===== src/rtl/reg_bus_pkg.sv =====
// rtl/reg_bus_pkg.sv - shared states, command/response bytes and helpers for reg_bus_master
package reg_bus_pkg;

   typedef enum logic [2:0] {
      IDLE,
      GET_ADDR,
      GET_DATA,
      WRITE,
      READ_WAIT,
      RESP
   } state_t;

   localparam logic [7:0] CMD_WRITE = 8'h57;
   localparam logic [7:0] CMD_READ  = 8'h52;

   localparam logic [7:0] RSP_ACK   = 8'h4B;
   localparam logic [7:0] RSP_ERR   = 8'h3F;
   localparam logic [7:0] RSP_TMO   = 8'h54;

   // Error counter stops at 255 instead of wrapping back to 0.
   function automatic logic [7:0] sat_inc(input logic [7:0] v);
      return (v == 8'hFF) ? v : v + 8'd1;
   endfunction

endpackage


===== src/rtl/reg_bus_timer.sv =====
// rtl/reg_bus_timer.sv - idle-cycle counter that flags a partial frame as expired
module reg_bus_timer #(
   parameter int TIMEOUT_CYCLES = 1000
) (
   input  logic clk,
   input  logic res_n,
   input  logic run,
   input  logic clear,
   output logic expired
);

   localparam int CW = $clog2(TIMEOUT_CYCLES + 1);
   localparam logic [CW-1:0] LAST = CW'(TIMEOUT_CYCLES - 1);

   logic [CW-1:0] cnt;

   // An accepted byte in the same cycle wins over expiry.
   assign expired = run && !clear && (cnt == LAST);

   // Count idle cycles while a frame is open; any accepted byte restarts the count.
   always_ff @(posedge clk or negedge res_n) begin
      if (!res_n) begin
         cnt <= '0;
      end else if (!run || clear) begin
         cnt <= '0;
      end else if (cnt != LAST) begin
         cnt <= cnt + 1'b1;
      end
   end

endmodule


===== src/rtl/reg_bus_master.sv =====
// rtl/reg_bus_master.sv - byte-command to register-bus master; REG_BUS_MASTER_TIMEOUT_EN adds partial-frame timeout
module reg_bus_master #(
   parameter int DATA_WIDTH     = 8,
   parameter int READ_LAT       = 2,
   parameter int TIMEOUT_CYCLES = 1000
) (
   input  logic                  clk,
   input  logic                  res_n,
   input  logic [7:0]            rx_data,
   input  logic                  rx_valid,
   output logic                  rx_ready,
   output logic [7:0]            tx_data,
   output logic                  tx_valid,
   input  logic                  tx_ready,
   output logic [DATA_WIDTH-1:0] bus_addr,
   output logic [DATA_WIDTH-1:0] bus_wdata,
   output logic                  bus_we,
   input  logic [DATA_WIDTH-1:0] bus_rdata,
   output logic [7:0]            err_cnt
);

   import reg_bus_pkg::*;

   localparam logic [3:0] LAT_LAST = 4'(READ_LAT - 1);

   state_t     state;
   logic       is_write;
   logic [3:0] lat_cnt;
   logic       rx_fire;
   logic       tmo_expired;

   assign rx_fire = rx_valid && rx_ready;

`ifdef REG_BUS_MASTER_TIMEOUT_EN
   reg_bus_timer #(
      .TIMEOUT_CYCLES(TIMEOUT_CYCLES)
   ) u_timer (
      .clk    (clk),
      .res_n  (res_n),
      .run    ((state == GET_ADDR) || (state == GET_DATA)),
      .clear  (rx_fire),
      .expired(tmo_expired)
   );
`else
   assign tmo_expired = 1'b0;
`endif

   // Frame sequencer: all handshake and bus outputs are registered here.
   always_ff @(posedge clk or negedge res_n) begin
      if (!res_n) begin
         state     <= IDLE;
         is_write  <= 1'b0;
         lat_cnt   <= '0;
         rx_ready  <= 1'b0;
         tx_valid  <= 1'b0;
         tx_data   <= '0;
         bus_addr  <= '0;
         bus_wdata <= '0;
         bus_we    <= 1'b0;
         err_cnt   <= '0;
      end else begin
         bus_we <= 1'b0;
         if (tmo_expired) begin
            tx_data  <= RSP_TMO;
            tx_valid <= 1'b1;
            rx_ready <= 1'b0;
            err_cnt  <= sat_inc(err_cnt);
            state    <= RESP;
         end else begin
            case (state)
               IDLE: begin
                  rx_ready <= 1'b1;
                  if (rx_fire) begin
                     if ((rx_data == CMD_WRITE) || (rx_data == CMD_READ)) begin
                        is_write <= (rx_data == CMD_WRITE);
                        state    <= GET_ADDR;
                     end else begin
                        tx_data  <= RSP_ERR;
                        tx_valid <= 1'b1;
                        rx_ready <= 1'b0;
                        err_cnt  <= sat_inc(err_cnt);
                        state    <= RESP;
                     end
                  end
               end
               GET_ADDR: begin
                  if (rx_fire) begin
                     bus_addr <= DATA_WIDTH'(rx_data);
                     if (is_write) begin
                        state <= GET_DATA;
                     end else begin
                        rx_ready <= 1'b0;
                        lat_cnt  <= '0;
                        state    <= READ_WAIT;
                     end
                  end
               end
               GET_DATA: begin
                  if (rx_fire) begin
                     bus_wdata <= DATA_WIDTH'(rx_data);
                     bus_we    <= 1'b1;
                     rx_ready  <= 1'b0;
                     state     <= WRITE;
                  end
               end
               WRITE: begin
                  tx_data  <= RSP_ACK;
                  tx_valid <= 1'b1;
                  state    <= RESP;
               end
               READ_WAIT: begin
                  if (lat_cnt == LAT_LAST) begin
                     tx_data  <= bus_rdata[7:0];
                     tx_valid <= 1'b1;
                     state    <= RESP;
                  end else begin
                     lat_cnt <= lat_cnt + 4'd1;
                  end
               end
               RESP: begin
                  if (tx_ready) begin
                     tx_valid <= 1'b0;
                     rx_ready <= 1'b1;
                     state    <= IDLE;
                  end
               end
               default: begin
                  rx_ready <= 1'b0;
                  tx_valid <= 1'b0;
                  state    <= IDLE;
               end
            endcase
         end
      end
   end

endmodule


===== config.mk =====
export PLATFORM = sky130hd
export DESIGN_NAME = reg_bus_master
export DESIGN_NICKNAME = d
export VERILOG_FILES = /design/src/rtl/reg_bus_pkg.sv /design/src/rtl/reg_bus_timer.sv /design/src/rtl/reg_bus_master.sv
export SDC_FILE = /design/constraint.sdc
export NUM_CORES = 1
export LEC_CHECK = 0
export BUFFER_PORTS_ARGS = -buffer_cell sky130_fd_sc_hd__clkbuf_2
export CAP_MARGIN = 10
export CELL_PAD_IN_SITES_DETAIL_PLACEMENT = 1
export CELL_PAD_IN_SITES_GLOBAL_PLACEMENT = 1
export CORE_MARGIN = 2
export CORE_UTILIZATION = 43
export CTS_CLUSTER_DIAMETER = 120
export DETAILED_ROUTE_END_ITERATION = 7
export GPL_TIMING_DRIVEN = 0
export PLACE_DENSITY_LB_ADDON = 0.15
export SLEW_MARGIN = 20
export SYNTH_ARGS = -nofsm -noshare
export SYNTH_HDL_FRONTEND = slang
export SYNTH_SLANG_ARGS = --single-unit

===== constraint.sdc =====
create_clock -name clk -period 3.25 [get_ports clk]
set_clock_uncertainty 0.1 [all_clocks]
set_input_delay 0.4875 -clock clk [delete_from_list [all_inputs] [get_ports clk]]
set_output_delay 0.4875 -clock clk [all_outputs]
set_load 0.01 [all_outputs]

== Word-level counts from Yosys, hierarchy flattened ==
Cells that the tools add are included.

* Reduce and logical (&&, ||, !) cells: 16
* Bitwise operators: 4
* Multiplexer cells: 30
* Equal/unequal tests: 17
* $add $sub $neg: 2

{| class="wikitable"
|+ Operators with widths
! kind !! number
|-
| two-way mux 8 bit || 3
|-
| case mux 8 bit (3 select lines) || 1
|-
| two-way mux 3 bit || 7
|-
| case mux 3 bit (6 select lines) || 1
|-
| equality test 8 x 7 -> 1 bit (second input constant) || 2
|-
| inequality test 2 bit (second input constant) || 8
|-
| AND reduction 5 bit || 3
|-
| two-way mux 1 bit || 12
|-
| two-way mux 4 bit || 3
|-
| AND reduction 4 bit || 3
|-
| case mux 1 bit (5 select lines) || 2
|-
| adder 8 x 1 -> 8 bit (second input constant) || 1
|-
| equality test 8 bit (second input constant) || 1
|-
| case mux 4 bit (2 select lines) || 1
|-
| equality test 3 x 2 -> 1 bit (second input constant) || 2
|-
| equality test 3 bit (second input constant) || 2
|-
| adder 4 x 1 -> 4 bit (second input constant) || 1
|-
| equality test 4 x 1 -> 1 bit (second input constant) || 1
|-
| NOT 1 bit || 4
|-
| AND reduction 2 bit || 2
|-
| OR reduction 2 bit || 2
|-
| equality test 3 x 1 -> 1 bit (second input constant) || 1
|-
| logical NOT 3 bit || 1
|-
| AND reduction 3 bit || 1
|-
| other kinds (4) || 4
|}

* Word-level logic and storage cells: 79
* Bits in registers: 43
* Output and inout bits: 35
* Bits of input ports: 20

== Longest topological paths before layout ==
Gate-level depths: netlist of the first run.

* Depth in word-level cells: 5
* Gate-level depth with buffers: 6
* Gate-level depth less buffers: 6

== Least setup slack after synthesis of the first run ==
OpenSTA, ideal clock, no wires.

* Path kind: input to register
* Start point: input port rx_data[5]
* End point: register err_cnt[1]
* Arrival time: 1.561 ns
* Slack: 1.465 ns
* Cell stages on the path: 4
* Path through: nand4bb_1 > nor3_2 > nor2_1 > mux2_2

* Longest elaborated chain between the ends: 4

{| class="wikitable"
|+ RTL lines
! what !! RTL line !! RTL
|-
| from (decl) || reg_bus_master.sv:9 || <nowiki>input logic [7:0] rx_data,</nowiki>
|-
| equality test 8 x 7 -> 1 bit || reg_bus_master.sv:74 || <nowiki>if ((rx_data == CMD_WRITE) || (rx_data == CMD_READ)) begin</nowiki>
|-
| logical OR 1 bit (*) || reg_bus_master.sv:74 ||
|-
| NOT 1 bit (no source line) (*) || - ||
|-
| AND reduction 4 bit (no source line) (*) || - ||
|-
| to (signal assigned) || reg_bus_master.sv:67 || <nowiki>err_cnt <= sat_inc(err_cnt);</nowiki>
|-
| to (signal assigned) || reg_bus_master.sv:81 || <nowiki>err_cnt <= sat_inc(err_cnt);</nowiki>
|-
| to (decl) || reg_bus_master.sv:19 || <nowiki>output logic [7:0] err_cnt</nowiki>
|}

Mark *: on every way between the ends. The rest lies on a longest branch, timed or not.
A chain may end at the register's enable or synchronous reset.

== Worst setup path after layout of the first run ==
* Start point: register lat_cnt[1]
* End point: register tx_data[1]

* Longest elaborated chain between the ends: 3

{| class="wikitable"
|+ RTL lines
! what !! RTL line !! RTL
|-
| from (decl) || reg_bus_master.sv:28 || <nowiki>logic [3:0] lat_cnt;</nowiki>
|-
| from (signal assigned) || reg_bus_master.sv:117 || <nowiki>lat_cnt <= lat_cnt + 4'd1;</nowiki>
|-
| equality test 4 x 1 -> 1 bit || reg_bus_master.sv:112 || <nowiki>if (lat_cnt == LAT_LAST) begin</nowiki>
|-
| inequality test 2 bit (no source line) || - ||
|-
| AND reduction 4 bit (no source line) || - ||
|-
| to (signal assigned) || reg_bus_master.sv:113 || <nowiki>tx_data <= bus_rdata[7:0];</nowiki>
|-
| to (decl) || reg_bus_master.sv:12 || <nowiki>output logic [7:0] tx_data,</nowiki>
|}

Every way passes these cells.

==> impl_metrics.py, run 1 <==
metrics = {
    "yosys": {
        "async_flop_share": 1.00,
        "synth-edff-count": 0,
        "yosysSeqAreaShare": 0.528,
        "synth_cells": 173,
        "synth.distinct_cells": 49,
        "synth_compound_area_frac": 0.128,
        "synth_ff_type": "dfrtp_1",
        "synth_fp_nets": 196,
        "synthXorXnorAreaFrac": 0.0344,
        "synthSimpleGateAreaFrac": 0.157,
        "yosysTopAreaCellShare": 0.528,
        "synth_area_per_cell_sq_um": 11.8,
        "synth_area_leader_cell": "dfrtp_1",
        "yosys.area_share.adder": 0.0184,
        "synth_top_family_by_area": "simple AND/OR/NAND/NOR gates",
        "synth_area_sq_mm": 0.00204,
        "synth_area_leaders": "dfrtp_1 (53%), mux2_2 (9.9%), xor2_1 (3.4%), o221ai_1 (2.1%), inv_1 (2.0%)",
        "yosysWarnings": 0,
        "synth_mux_area_frac": 0.0994,
        "synth-seq-cells": 43,
    },
    "run_status": {
        "status": "completed",
    },
    "placed_design": {
        "dp_hpwl_mm": 3.79,
        "pre_cts_slack_ns": 0.990,
        "gp_congestion": 0.746,
        "placed_area_sq_mm": 0.00238,
        "dpl.cell_count": 281,
        "portBuffers": 54,
    },
    "cells_and_area": {
        "stdcell_count": 289,
        "regArea_sq_mm": 0.00108,
        "mostFrequentLayoutCells": "clkbuf_2 (53), dfrtp_1 (43), mux2_2 (18)",
        "antenna_cells": 0,
        "multi_input_area_sq_um": 892,
        "final_common_cell": "clkbuf_2",
        "stdcell_area_sq_mm": 0.00251,
        "fin_util": 0.539,
        "fillers": 515,
        "layout-drive-gt1-share": 0.387,
        "nets": 257,
        "areaGrowthSynthToFinish_pct": 23.1,
    },
    "floorplan": {
        "ios": 55,
        "core-area_sq_mm": 0.00466,
        "die_h_um": 72.9,
        "die-area_sq_mm": 0.00531,
        "rows": 25,
        "start_util": 0.438,
        "die_width_um": 72.9,
    },
    "drt": {
        "wl_mm": 5.01,
        "drt-initial-drc-count": 33,
        "route.detailed.drc": 0,
        "firstDrtPassIters": 4,
        "num_vias": 1633,
        "ant_nets": 0,
        "routed_wire_length_per_instance_um": 17.3,
        "via_per_inst": 5.65,
    },
    "pwr": {
        "totalPowerFinal_mw": 2.43,
        "worst_ir_drop_vdd_uv": 435,
        "p_per_area_mw_per_mm2": 968,
        "leakagePower_nw": 1.25,
    },
    "sta": {
        "slew_headroom": 0.363,
        "rsz0062_at_grt": "false",
        "drv_slew": 0,
        "period_needed_ns": 2.25,
        "setup-tns-final_ns": 0,
        "finalSetupViolCount": 0,
        "worstMarginPinSlew_ns": 0.956,
        "max_freq_mhz": 445,
        "hold_violations": 0,
        "fin_hold_ws_ns": 0.237,
        "fin_ws_ns": 1.00,
        "post-route-period-util": 0.691,
    },
    "global_routing": {
        "grt_usage": 0.208,
        "grt_pass1_vias": 1767,
        "grt_max_degree": 44,
        "grt_pass1_wl_mm": 8.45,
        "antenna_found_initial": 0,
        "overflow": 0,
    },
    "clocking": {
        "cts_root_buf": "clkbuf_8",
        "cts_tree": "yes",
        "ctsHoldBuffers": 0,
        "cts.clk_slew.worst_paths_ns": 0.08,
        "ctsResizeCount": 0,
        "cts_buffers": 5,
        "cts_buffer_depth": 2,
        "cts_setup_buffers": 0,
        "cts_sinks": 43,
        "cts-htree-levels": 2,
        "clk_latency_ns": 0.30,
    },
    "worst_setup_path": {
        "path_delay_family": "simple AND/OR/NAND/NOR gates",
        "critical_path_required_ns": 3.38,
        "cp-end-kind": "flip-flop",
        "start_kind": "flip-flop",
        "timing.critical_path.buf_inv": 1,
        "rr_worst_depth": 6,
        "worstPathMaxFanout": 7,
        "crit_cells": 6,
        "path_class": "reg -> reg",
        "path_cells": "inv_1 > ha_1 > nor3b_1 > nand2_1 > o211ai_2 > o22a_1",
        "critical_path.max_stage_delay_ns": 0.66,
        "cp_slowest_cell": "nor3b_1",
        "worst_ep_arrival_time_ns": 2.38,
    },
    "run": {
        "maxCapViolCount": 0,
    },
    "worst_hold_path": {
        "min-delay-path-class": "in -> async",
    },
}
==> worst reg2reg max path, cell delays in order (launching register included) <==
cell and delay, ns:
dfrtp_1 0.43, inv_1 0.09, ha_1 0.13, nor3b_1 0.66, nand2_1 0.37, o211ai_2 0.22, o22a_1 0.20
==> per-layer routing <==
layer	up-vias	part of all wire	track usage
li1	757	-	-
met1	832	0.42	0.249
met2	32	0.52	0.369
met3	12	0.035	0.0456
met4	0	0.020	0.0720
met5	-	0	0
==> cell families (layout without fill, tap and decap cells) <==
logic type      after synthesis  in the layout
fa+ha+maj                     3              3
xor+xnor                      8              8
buf+inv                      16             78
compound gates               34             34
flops                        43             43
simple gates                 51             51
mux                          18             18
==> power breakdown <==
group	internal, mW	switching [mW]	leakage (nW)
Combinational	0.463	0.548	0.650
Clock	0.307	0.180	0.0654
Sequential	0.757	0.175	0.532
==> synth_stat cells, types with 2 or more instances <==
library cell / number
a21o_1: 2
a21oi_1: 5
and3_1: 2
buf_2: 3
dfrtp_1: 43
ha_1: 3
inv_1: 11
mux2_2: 18
nand2_1: 6
nand2b_1: 3
nand3_1: 8
nor2_1: 8
nor3_1: 3
nor3b_1: 4
nor4_1: 2
o211ai_1: 2
o21ai_0: 3
o221ai_1: 5
o22a_1: 3
o2bb2ai_1: 3
xor2_1: 8
==> state kept, by name, indices dropped and copies added, names as in the netlist <==
signal and cells:
bus_addr 8, bus_wdata 8, err_cnt 8, tx_data 8
lat_cnt 4, state 3, bus_we 1, is_write 1
rx_ready 1, tx_valid 1
==> worst paths after layout <==
path | endpoint | slack (ns) | startpoint
worst max register to register | tx_data[1]$_DFFE_PN0P_ | 1.00 | lat_cnt[1]$_DFFE_PN0P_
worst min-delay path | tx_data[5]$_DFFE_PN0P_ | 0.24 | res_n
min in group clk | tx_data[0]$_DFFE_PN0P_ | 0.33 | bus_rdata[0]
worst max-delay path | tx_data[1]$_DFFE_PN0P_ | 1.00 | lat_cnt[1]$_DFFE_PN0P_
worst min register to register | tx_valid$_DFFE_PN0P_ | 0.39 | tx_valid$_DFFE_PN0P_
max in group asynchronous | state[0]$_DFFE_PN0P_ | 2.22 | res_n
==> final cells by class <==
| class | instances | share of cell area |
|---|---|---|
| clock inverter | 2 | 0.0239 |
| tap | 54 | 0.0269 |
| sequential | 43 | 0.429 |
| inverter | 11 | 0.0165 |
| clock buffer | 6 | 0.0289 |
| buffer | 5 | 0.0120 |
| multi-input combinational | 114 | 0.355 |
| timing repair buffer | 54 | 0.108 |
Note: power is estimated with default switching activity, not from simulation.
==> inputs of run 2 (changes only) <==
- CORE_UTILIZATION: 43 -> 40
- clock period: 3.25 -> 2.17 ns (I/O delays scaled with it)
==> impl_metrics.py, run 2 (synthesis results as in run 1) <==
metrics = {
    "floorplan": {
        "die_h_um": 75.4,
        "core-area_sq_mm": 0.00482,
        "start_util": 0.423,
        "die_width_um": 75.4,
        "rows": 25,
        "die-area_sq_mm": 0.00569,
        "ios": 55,
    },
    "global_routing": {
        "grt_pass1_vias": 1704,
        "grt_usage": 0.195,
        "grt_max_degree": 44,
        "grt_pass1_wl_mm": 8.40,
        "antenna_found_initial": 0,
        "overflow": 0,
    },
    "clocking": {
        "cts_buffers": 5,
        "cts_tree": "yes",
        "ctsResizeCount": 1,
        "cts-htree-levels": 2,
        "cts_setup_buffers": 0,
        "cts.clk_slew.worst_paths_ns": 0.08,
        "clk_latency_ns": 0.30,
        "cts_buffer_depth": 2,
        "cts_root_buf": "clkbuf_8",
        "ctsHoldBuffers": 0,
        "cts_sinks": 43,
    },
    "worst_hold_path": {
        "min-delay-path-class": "in -> async",
    },
    "sta": {
        "finalSetupViolCount": 0,
        "max_freq_mhz": 513,
        "slew_headroom": 0.374,
        "worstMarginPinSlew_ns": 0.939,
        "post-route-period-util": 0.898,
        "setup-tns-final_ns": 0,
        "hold_violations": 0,
        "drv_slew": 0,
        "rsz0062_at_grt": "false",
        "period_needed_ns": 1.95,
    },
    "worst_setup_path": {
        "worstPathMaxFanout": 10,
        "critical_path_required_ns": 2.25,
        "start_kind": "flip-flop",
        "reg2reg_slack_ns": 0.22,
        "path_class": "reg -> reg",
        "worst_ep_arrival_time_ns": 2.03,
        "cp-end-kind": "flip-flop",
    },
    "pwr": {
        "p_per_area_mw_per_mm2": 1380,
        "worst_ir_drop_vdd_uv": 459,
        "leakagePower_nw": 1.23,
        "totalPowerFinal_mw": 3.42,
    },
    "placed_design": {
        "dp_hpwl_mm": 3.79,
        "gp_congestion": 0.733,
        "portBuffers": 54,
    },
    "drt": {
        "route.detailed.drc": 0,
        "wl_mm": 5.02,
        "num_vias": 1618,
        "firstDrtPassIters": 4,
        "ant_nets": 0,
        "via_per_inst": 5.38,
        "routed_wire_length_per_instance_um": 16.7,
        "drt-initial-drc-count": 70,
    },
    "cells_and_area": {
        "layout-drive-gt1-share": 0.393,
        "antenna_cells": 0,
        "final_common_cell": "clkbuf_2",
        "nets": 257,
        "fillers": 561,
        "areaGrowthSynthToFinish_pct": 21.9,
        "mostFrequentLayoutCells": "clkbuf_2 (53), dfrtp_1 (43), mux2_2 (18)",
    },
    "run": {
        "maxCapViolCount": 0,
    },
    "run_status": {
        "status": "completed",
    },
}
[run 2: area by class of cell]
cell class,count,area [sq um],area share
sequential,43,1080,0.433
clock inverter,1,5.00,0.00201
inverter,11,41.3,0.0166
buffer,5,30.0,0.0121
clock buffer,6,82.6,0.0332
timing repair buffer,54,270,0.109
multi-input combinational,114,897,0.361
tap,67,83.8,0.0337
[run 2: path summary, 6_finish.rpt]
path	startpoint	endpoint	cells after the start
worst max register to register	rx_ready$_DFFE_PN0P_	lat_cnt[3]$_DFFE_PN0P_	4
max in group asynchronous	res_n	state[0]$_DFFE_PN0P_	1
worst max-delay path	rx_ready$_DFFE_PN0P_	lat_cnt[3]$_DFFE_PN0P_	4
worst min register to register	tx_valid$_DFFE_PN0P_	tx_valid$_DFFE_PN0P_	1
min in group clk	bus_rdata[7]	tx_data[7]$_DFFE_PN0P_	3
worst min-delay path	res_n	err_cnt[5]$_DFFE_PN0P_	1
[run 2: where the power goes]
group          switching (mW)  leakage, nW  internal (mW)  total, mW
logic                   0.824        0.654          0.695       1.52
clock network           0.269       0.0470          0.250      0.519
registers               0.252        0.532           1.13       1.39
total                    1.35         1.23           2.08       3.42
[run 2: critical path: stages (launching register included)]
cell and delay, ns:
dfrtp_1 0.47, nand2_1 0.20, nor3_4 0.51, o21ai_1 0.22, a211o_1 0.33
[run 2: routing by layer]
layer,up-vias,global-route usage,share of wire
met5,-,0,0
li1,761,-,-
met1,817,0.246,0.42
met2,32,0.335,0.53
met4,0,0.0682,0.015
met3,8,0.0397,0.033
[run 2: stage by stage]
stage               utilization  cells  area, sq um  setup slack, ns  hold WS [ns]
global route              0.516    301         2490           0.0730         0.133
floorplan                     -    173         2040            0.408       -0.0701
CTS                       0.516    301         2490            0.209         0.143
detailed placement        0.497    294         2390          -0.0267         0.374
finish                    0.516    301         2490            0.222        0.0628
global placement          0.497    294         2390           0.0154         0.364
==> inputs of run 3 (changes only) <==
--- a/config.mk
+++ b/config.mk
@@ -11,5 +11,5 @@
 export CELL_PAD_IN_SITES_GLOBAL_PLACEMENT = 1
 export CORE_MARGIN = 2
-export CORE_UTILIZATION = 40
+export CORE_UTILIZATION = 36
 export CTS_CLUSTER_DIAMETER = 120
 export DETAILED_ROUTE_END_ITERATION = 7
==> constraint.sdc (replaced) <==
create_clock -name clk -period 1.7 [get_ports clk]
set_clock_uncertainty 0.1 [all_clocks]
set_input_delay 0.34 -clock clk [delete_from_list [all_inputs] [get_ports clk]]
set_output_delay 0.34 -clock clk [all_outputs]
set_load 0.01 [all_outputs]
==> impl_metrics.py, run 3 (synthesis results as in run 1) <==
metrics = {
    "sta": {
        "max_freq_mhz": 549,
        "setup-tns-final_ns": -0.470,
        "worstMarginPinSlew_ns": 0.596,
        "fin_ws_ns": -0.120,
        "slew_headroom": 0.603,
        "hold_violations": 0,
        "drv_slew": 0,
        "period_needed_ns": 1.82,
        "post-route-period-util": 1.07,
        "finalSetupViolCount": 10,
        "rsz0062_at_grt": "true",
    },
    "floorplan": {
        "ios": 55,
        "rows": 27,
        "core-area_sq_mm": 0.00547,
        "die_width_um": 79.3,
        "die-area_sq_mm": 0.00628,
        "start_util": 0.373,
        "die_h_um": 79.3,
    },
    "cells_and_area": {
        "fin_util": 0.530,
        "areaGrowthSynthToFinish_pct": 42.3,
        "antenna_cells": 0,
        "fillers": 602,
        "nets": 283,
        "layout-drive-gt1-share": 0.542,
        "regArea_sq_mm": 0.00108,
        "final_common_cell": "clkbuf_2",
        "stdcell_count": 332,
        "mostFrequentLayoutCells": "clkbuf_2 (53), dfrtp_1 (41), buf_4 (25)",
        "multi_input_area_sq_mm": 0.00108,
    },
    "drt": {
        "routed_wire_length_per_instance_um": 16.1,
        "num_vias": 1719,
        "wl_mm": 5.34,
        "route.detailed.drc": 0,
        "via_per_inst": 5.18,
        "firstDrtPassIters": 4,
        "drt-initial-drc-count": 45,
        "ant_nets": 0,
    },
    "worst_setup_path": {
        "r2r_end": "is_write$_DFFE_PN0P_",
        "critical_path_required_ns": 1.83,
        "reg2reg_slack_ns": -0.12,
        "rr_worst_depth": 5,
        "cp_slowest_cell": "or4b_4",
        "path_class": "reg -> reg",
        "critical_path.max_stage_delay_ns": 0.48,
        "r2r-start": "state[2]$_DFFE_PN0P_",
        "path_cells": "buf_6 > or4b_4 > or4_4 > o21ai_2 > o2bb2ai_1",
        "start_kind": "flip-flop",
        "worstPathMaxFanout": 8,
        "worst_ep_arrival_time_ns": 1.95,
        "cp-end-kind": "flip-flop",
    },
    "pwr": {
        "p_per_area_mw_per_mm2": 1730,
        "worst_ir_drop_vdd_uv": 661,
        "leakagePower_nw": 1.40,
    },
    "placed_design": {
        "portBuffers": 54,
        "dpl.cell_count": 299,
        "gp_congestion": 0.714,
        "dp_hpwl_mm": 3.40,
    },
    "clocking": {
        "cts_sinks": 43,
        "cts_buffers": 5,
        "cts_root_buf": "clkbuf_8",
        "cts_buffer_depth": 2,
        "cts-htree-levels": 2,
        "cts_tree": "yes",
        "clk_latency_ns": 0.30,
        "cts.clk_slew.worst_paths_ns": 0.09,
    },
    "run_status": {
        "status": "finished, violations left",
        "violations": "negative setup slack",
    },
    "global_routing": {
        "grt_pass1_wl_mm": 8.19,
        "grt_usage": 0.166,
        "grt_pass1_vias": 1715,
        "grt_max_degree": 44,
        "antenna_found_initial": 0,
        "overflow": 0,
    },
    "run": {
        "maxCapViolCount": 0,
    },
    "worst_hold_path": {
        "min-delay-path-class": "in -> reg",
        "min_path_cells": 2,
        "holdPathEnd": "tx_data[0]$_DFFE_PN0P_",
        "min_from": "bus_rdata[0]",
    },
}
==> run 3: final cells by class <==
cell class / count / share of cell area
plain buffers: 5 / 0.0160
clock buffers: 6 / 0.0285
clock inverters: 1 / 0.00172
inverters: 11 / 0.0142
multi-input cells: 114 / 0.373
flip-flops and latches: 43 / 0.372
well taps: 72 / 0.0310
repair buffers: 80 / 0.163
==> run 3: per-stage QoR <==
stage	hold WS, ns	setup slack, ns	power (mW)	instance area, sq um
floorplan	-0.0556	-0.0443	3.00	2040
global placement	0.360	-0.400	3.65	2400
detailed placement	0.318	-0.409	3.70	2410
CTS	0.176	-0.131	4.61	2650
global route	0.178	-0.186	5.39	2900
finish	0.177	-0.120	5.02	2900
==> run 3: how the worst max path moves through the flow <==
| stage | startpoint | to | cells after the start |
|---|---|---|---|
| finish | state[2]$_DFFE_PN0P_ | is_write$_DFFE_PN0P_ | 5 |
| global route | state[2]$_DFFE_PN0P_ | is_write$_DFFE_PN0P_ | 5 |
| CTS | state[2]$_DFFE_PN0P_ | is_write$_DFFE_PN0P_ | 5 |
| detailed placement | rx_data[5] | err_cnt[1]$_DFFE_PN0P_ | 5 |
| global placement | rx_data[5] | err_cnt[1]$_DFFE_PN0P_ | 5 |
| floorplan | state[2]$_DFFE_PN0P_ | is_write$_DFFE_PN0P_ | 5 |
==> run 3: worst max-delay path: cells and delay by family (launching register included) <==
| family | cells | cell delay [ns] |
|---|---|---|
| AO/OA/AOI/OAI | 2 | 0.23 |
| buffers and inverters | 1 | 0.13 |
| AND/OR/NAND/NOR | 2 | 0.92 |
| flip-flops | 1 | 0.38 |
==> run 3: repair_timing <==
item,CTS,global route
endpoints found under the setup margin,41,39
pin swaps,3,11
hold buffers,1,0
gates resized for setup,18,29
endpoints found under the hold margin,22,0
buffers inserted,10,15
==> run 3: report_power, final <==
part           leakage (nW)  internal, mW  switching (mW)
Sequential            0.529          1.45           0.345
Clock                0.0470         0.319           0.339
Combinational         0.820          1.31            1.25
Total                  1.40          3.08            1.94
==> run 3: per-layer routing <==
layer	wire length, um	global-route usage	vias up
met5	0	0	-
met1	2330	0.220	874
met4	39	0.0362	0
met3	183	0.0432	5
li1	-	-	813
met2	2790	0.275	27
